`config.mk`:
```
export PLATFORM = sky130hd
export DESIGN_NAME = bp_stall_profiler_ctrl
export DESIGN_NICKNAME = d
export VERILOG_FILES = /design/src/rtl/bp_stall_profiler_ctrl.sv
export SDC_FILE = /design/constraint.sdc
export NUM_CORES = 2
export LEC_CHECK = 0
export CORE_ASPECT_RATIO = 0.8
export CORE_MARGIN = 1
export CORE_UTILIZATION = 40
export CTS_BUF_LIST = sky130_fd_sc_hd__clkbuf_8
export CTS_CLUSTER_SIZE = 20
export DETAILED_ROUTE_END_ITERATION = 7
export DONT_BUFFER_PORTS = 1
export GPL_ROUTABILITY_DRIVEN = 0
export GPL_TIMING_DRIVEN = 0
export PLACE_DENSITY = 0.59
export RECOVER_POWER = 50
export SLEW_MARGIN = 20
export SYNTH_ARGS = -nofsm -noshare
export SYNTH_HDL_FRONTEND = slang
export SYNTH_SLANG_ARGS = --single-unit
```
`constraint.sdc`:
```
create_clock -name clk_i -period 49.3 [get_ports clk_i]
set_input_delay 14.79 -clock clk_i [delete_from_list [all_inputs] [get_ports clk_i]]
set_output_delay 14.79 -clock clk_i [all_outputs]
set_load 0.05 [all_outputs]
```
`src/rtl/bp_stall_profiler_ctrl.sv`:
```
// bp_stall_profiler_ctrl: per-reason saturating stall counters with an atomic
// snapshot into a shadow bank that is streamed out over a valid/ready port.
// Live counting never stops, including while the shadow bank is being drained.
module bp_stall_profiler_ctrl #(
  parameter int num_reasons_p  = 31,
  parameter int reason_width_p = 6,
  parameter int ctr_width_p    = 32
) (
  input  logic                      clk_i,
  input  logic                      reset_i,
  input  logic                      en_i,
  input  logic                      stall_v_i,
  input  logic [reason_width_p-1:0] stall_reason_i,
  input  logic                      cmd_v_i,
  input  logic [1:0]                cmd_i,
  output logic                      cmd_ready_o,
  output logic                      data_v_o,
  output logic [ctr_width_p-1:0]    data_o,
  output logic [reason_width_p-1:0] data_idx_o,
  output logic                      data_last_o,
  input  logic                      data_ready_i,
  output logic                      busy_o,
  output logic                      overflow_o
);

  localparam logic [0:0] e_idle  = 1'b0;
  localparam logic [0:0] e_drain = 1'b1;

  localparam logic [reason_width_p-1:0] last_idx = reason_width_p'(num_reasons_p - 1);
  localparam logic [ctr_width_p-1:0]    ctr_max  = '1;

  logic [0:0]                state;
  logic [reason_width_p-1:0] idx;
  logic [ctr_width_p-1:0]    live   [num_reasons_p];
  logic [ctr_width_p-1:0]    shadow [num_reasons_p];
  logic                      overflow;

  logic                      cmd_fire;
  logic                      do_clear;
  logic                      do_snap;
  logic                      sample;
  logic                      sat_hit;
  logic [reason_width_p-1:0] bin;
  logic [ctr_width_p-1:0]    beat;

  function automatic logic [ctr_width_p-1:0] sat_inc(input logic [ctr_width_p-1:0] v);
    return (v == ctr_max) ? v : v + ctr_width_p'(1);
  endfunction

  // Commands are only taken in idle; bit 1 of the code clears, bit 0 snapshots.
  assign cmd_fire = cmd_v_i & (state == e_idle);
  assign do_clear = cmd_fire & cmd_i[1];
  assign do_snap  = cmd_fire & cmd_i[0];
  assign sample   = en_i & stall_v_i;
  assign bin      = (stall_reason_i > last_idx) ? last_idx : stall_reason_i;

  // Flag an increment that lands on a saturated counter; a same-cycle clear wins.
  always_comb begin
    sat_hit = 1'b0;
    for (int i = 0; i < num_reasons_p; i++) begin
      if (sample && !do_clear && (bin == reason_width_p'(i)) && (live[i] == ctr_max)) begin
        sat_hit = 1'b1;
      end
    end
  end

  // Live bank: apply a clear first, then fold in this cycle's sample.
  always_ff @(posedge clk_i) begin
    for (int i = 0; i < num_reasons_p; i++) begin
      if (reset_i) begin
        live[i] <= '0;
      end else if (sample && (bin == reason_width_p'(i))) begin
        live[i] <= sat_inc(do_clear ? '0 : live[i]);
      end else if (do_clear) begin
        live[i] <= '0;
      end
    end
  end

  // Shadow bank captures the registered live values, excluding this cycle's sample.
  always_ff @(posedge clk_i) begin
    for (int i = 0; i < num_reasons_p; i++) begin
      if (reset_i) begin
        shadow[i] <= '0;
      end else if (do_snap) begin
        shadow[i] <= live[i];
      end
    end
  end

  // Sticky saturation flag, cleared together with the live bank.
  always_ff @(posedge clk_i) begin
    if (reset_i) begin
      overflow <= 1'b0;
    end else if (do_clear) begin
      overflow <= 1'b0;
    end else if (sat_hit) begin
      overflow <= 1'b1;
    end
  end

  // Command/drain FSM: one beat per handshake, back to idle after the last index.
  always_ff @(posedge clk_i) begin
    if (reset_i) begin
      state <= e_idle;
      idx   <= '0;
    end else begin
      case (state)
        e_idle: begin
          if (do_snap) begin
            state <= e_drain;
            idx   <= '0;
          end
        end
        e_drain: begin
          if (data_ready_i) begin
            if (idx == last_idx) begin
              state <= e_idle;
              idx   <= '0;
            end else begin
              idx <= idx + reason_width_p'(1);
            end
          end
        end
        default: begin
          state <= e_idle;
          idx   <= '0;
        end
      endcase
    end
  end

  // Select the shadow entry addressed by the drain index.
  always_comb begin
    beat = '0;
    for (int i = 0; i < num_reasons_p; i++) begin
      if (idx == reason_width_p'(i)) begin
        beat = shadow[i];
      end
    end
  end

  assign cmd_ready_o = (state == e_idle);
  assign busy_o      = (state == e_drain);
  assign data_v_o    = (state == e_drain);
  assign data_o      = data_v_o ? beat : '0;
  assign data_idx_o  = data_v_o ? idx : '0;
  assign data_last_o = data_v_o && (idx == last_idx);
  assign overflow_o  = overflow;

endmodule

```
==> results.md <==
* Status: finished, violations left
* Failing checks: design-rule violations, max-capacitance violations, max-slew violations
* CTS root buffer: clkbuf_8
* Leak at 38.52 nW
* Core area at 0.2589 sq mm
* CTS sink cnt at 1,992
* Top sig layer: met5
* Drt first pass iters at 8
* Crit. End Element: flop
* Area growth from synthesis to layout at 12.40%
* Fmax at 0.03483 GHz
* Sequential area share after synthesis at 57.38%
* Final hold violations at 0
* Worst Path Max Fanout at 55
* Avg Inst Size Synth at 10.69 sq um
* Post-synth EDFFs at 1,984
* Yosys top cell by area: edfxtp_1
* Hold crit path type: reg -> reg
* Critical Path, Cell by Cell: clkbuf_1 > clkbuf_1 > nand2b_1 > clkbuf_1 > clkbuf_1 > clkbuf_1 > clkbuf_1 > clkbuf_1
* Max-slew violations at 1,187
* Number of port buffers at 0
* Latest clock arrival within the worst-skew pair at 1110 ps
* Largest net degree at the start of global routing at 58
* DRC violations left at 673
* # IOs at 57
* CTS H-tree lvls at 5
* Final min period at 28,710 ps
* Fraction of registers with async set/reset at 0%
* Final period util at 58.24%
* RSZ-0062 raised after global routing: no
* Seq. cell area at 0.05974 sq mm
* Initial drt markers at 17,234
* Max_slew headroom at -117.5%
* Die height at 458.3 microns
* First-pass GRT wire length at 634,700 microns
* Routed met2 length at 168,900 microns
* Starting Density at 40.21%
* Final core utilization at 45.20%
* Setup Skew at 137.2 ps
* Setup violation total in the final timing report at 0
* Final Non-Filler Cells at 13,976
* TritonCTS clock tree: yes
* Vias in the first global route at 80,092
* DR vias at 90,733
* Dpl ws at 24,630 ps
* WP data required at 49,830 ps
* Final #Nets at 10,232
* Worst-margin pin slew at 3263 ps
* Layout cells sized above 1 at 7.235%
* CTS Buf Count at 340
* Syn_nets at 9,788
* Metal3 WL at 92,840 microns
* Synth top cells by count: edfxtp_1 (1,984), nor2_1 (1,278), and2_1 (1,024)
* Worst hold margin at 588.6 ps
* Synth Flop Type: edfxtp_1
* Synth unique cells at 98
* Clk buf depth at 4
* Peak supply drop at 0.00001901 V
* Post-cts resize count at 0
* Detailed Place HPWL at 352,500 microns
* Most common cell in the synthesized netlist: edfxtp_1
* Slowest cell delay on critical path at 2210 ps
* Max-Cap Viols at 34
* Setup TNS at 0 ps
* Vias/cell at 6.492
* Critical Path Source Type: input port
* WL met1 at 175,700 microns
* Post-synthesis cell area at 0.1041 sq mm
* Critical Path AT at 29,240 ps
* Area occupied by multi-input gates at 0.04280 sq mm
* Post-DRT Antenna Nets at 0
* Top-area cell type share of the netlist area at 57.23%
* Final setup margin at 20,590 ps
* Crit Path Category: in -> reg
* Routed wire length at 472,200 microns
* Max stage delay cell, worst path: clkbuf_1
* Pwr/cell area at 32.66 mW/mm^2
* Synth area leaders: edfxtp_1 (57%), and2_1 (6.2%), nor2_1 (4.6%), xnor2_1 (3.5%), xor2_1 (3.4%)
* Placed cell count at 13,302
* Synth warn at 0
* DIE WIDTH at 572.4 microns
* DR WL/cell at 33.79 microns
* Row cnt at 167
* # Post-CTS Setup Buffers at 0
* All-layer global routing usage at 34.75%
* FF+latch count, synth at 1,992
* Initial antenna violation count at 61
* GRT overflow at 0
* Area of the die at 0.2623 sq mm
* Most frequent cell on the critical path: clkbuf_1
* Syn Inst Count at 9,739
* Clock transition at path regs at 60 ps
* Fillers at 24,104
* Hold-fix buffers, CTS at 0
[power by group]
group / switching, W / internal, W / total (W)
clock network: 0.000751 / 0.000677 / 0.00143
registers: 0.000104 / 0.00197 / 0.00208
logic: 0.000243 / 0.0000762 / 0.000319
[path summary, 6_finish.rpt]
check | slack (ps) | endpoint | cells after the start | startpoint
worst max-delay path | 20590 | shadow[0][247] | 8 | reset_i
worst min-delay path | 590 | shadow[0][195] | 1 | live[0][195]
worst max register to register | 32430 | shadow[0][247] | 8 | busy_o
worst min register to register | 590 | shadow[0][195] | 1 | live[0][195]
[layout make-up]
class	count	share of cell area [%]
flip-flops and latches	1992	51.05
multi-input cells	7157	36.58
plain buffers	491	1.687
diodes	77	0.1647
inverters	99	0.3176
clock buffers	348	4.093
clock inverters	246	1.005
well taps	3464	3.704
repair buffers	102	1.398
[per-stage QoR]
step / power (W) / area, sq um
floorplan: 0.002255 / 104100
global placement: 0.002461 / 108400
detailed placement: 0.002396 / 111200
CTS: 0.003782 / 117200
global route: 0.003874 / 116900
finish: 0.003822 / 117000
[layout by cell type, fill, tap and decap left out, types with 101 or more instances in the layout]
master       n
edfxtp_1  1984
nor2_1    1272
nand2_1    920
and2_0     745
nand3_1    475
xnor2_1    418
xor2_1     401
clkbuf_1   400
nand4_1    350
clkbuf_8   348
nor3_1     285
and2_1     284
a21oi_1    234
inv_1      200
and3_1     185
o21ai_0    177
nor4_1     133
or3_1      128
and4_1     126
a221oi_1   107
o22ai_1    101
[logic make-up after synthesis]
kind of cell	synth area share (%)
XOR/XNOR	6.890
multiplexers	0.3305
AND/OR/NAND/NOR	25.42
AO/OA/AOI/OAI	7.360
adder cells (fa/ha/maj)	0.4207
buffers and inverters	2.191
flip-flops	57.38
[worst max-delay path, delay by kind of cell]
family	cells	cell delay [ps]
simple gates	1	1690
buf+inv	7	12590
[registers in the layout, indices dropped and copies added (netlist names)]
name	count
busy_o	1
idx	6
live	992
overflow_o	1
shadow	992
[per-layer routing]
| metal | track usage (%) | vias to the layer above |
|---|---|---|
| met3 | 21.23 | 1732 |
| li1 | - | 36800 |
| met5 | 3.796 | - |
| met2 | 41.49 | 7985 |
| met1 | 46.01 | 44150 |
| met4 | 20.54 | 66 |
No activity file was read; power rests on OpenSTA's default activity.
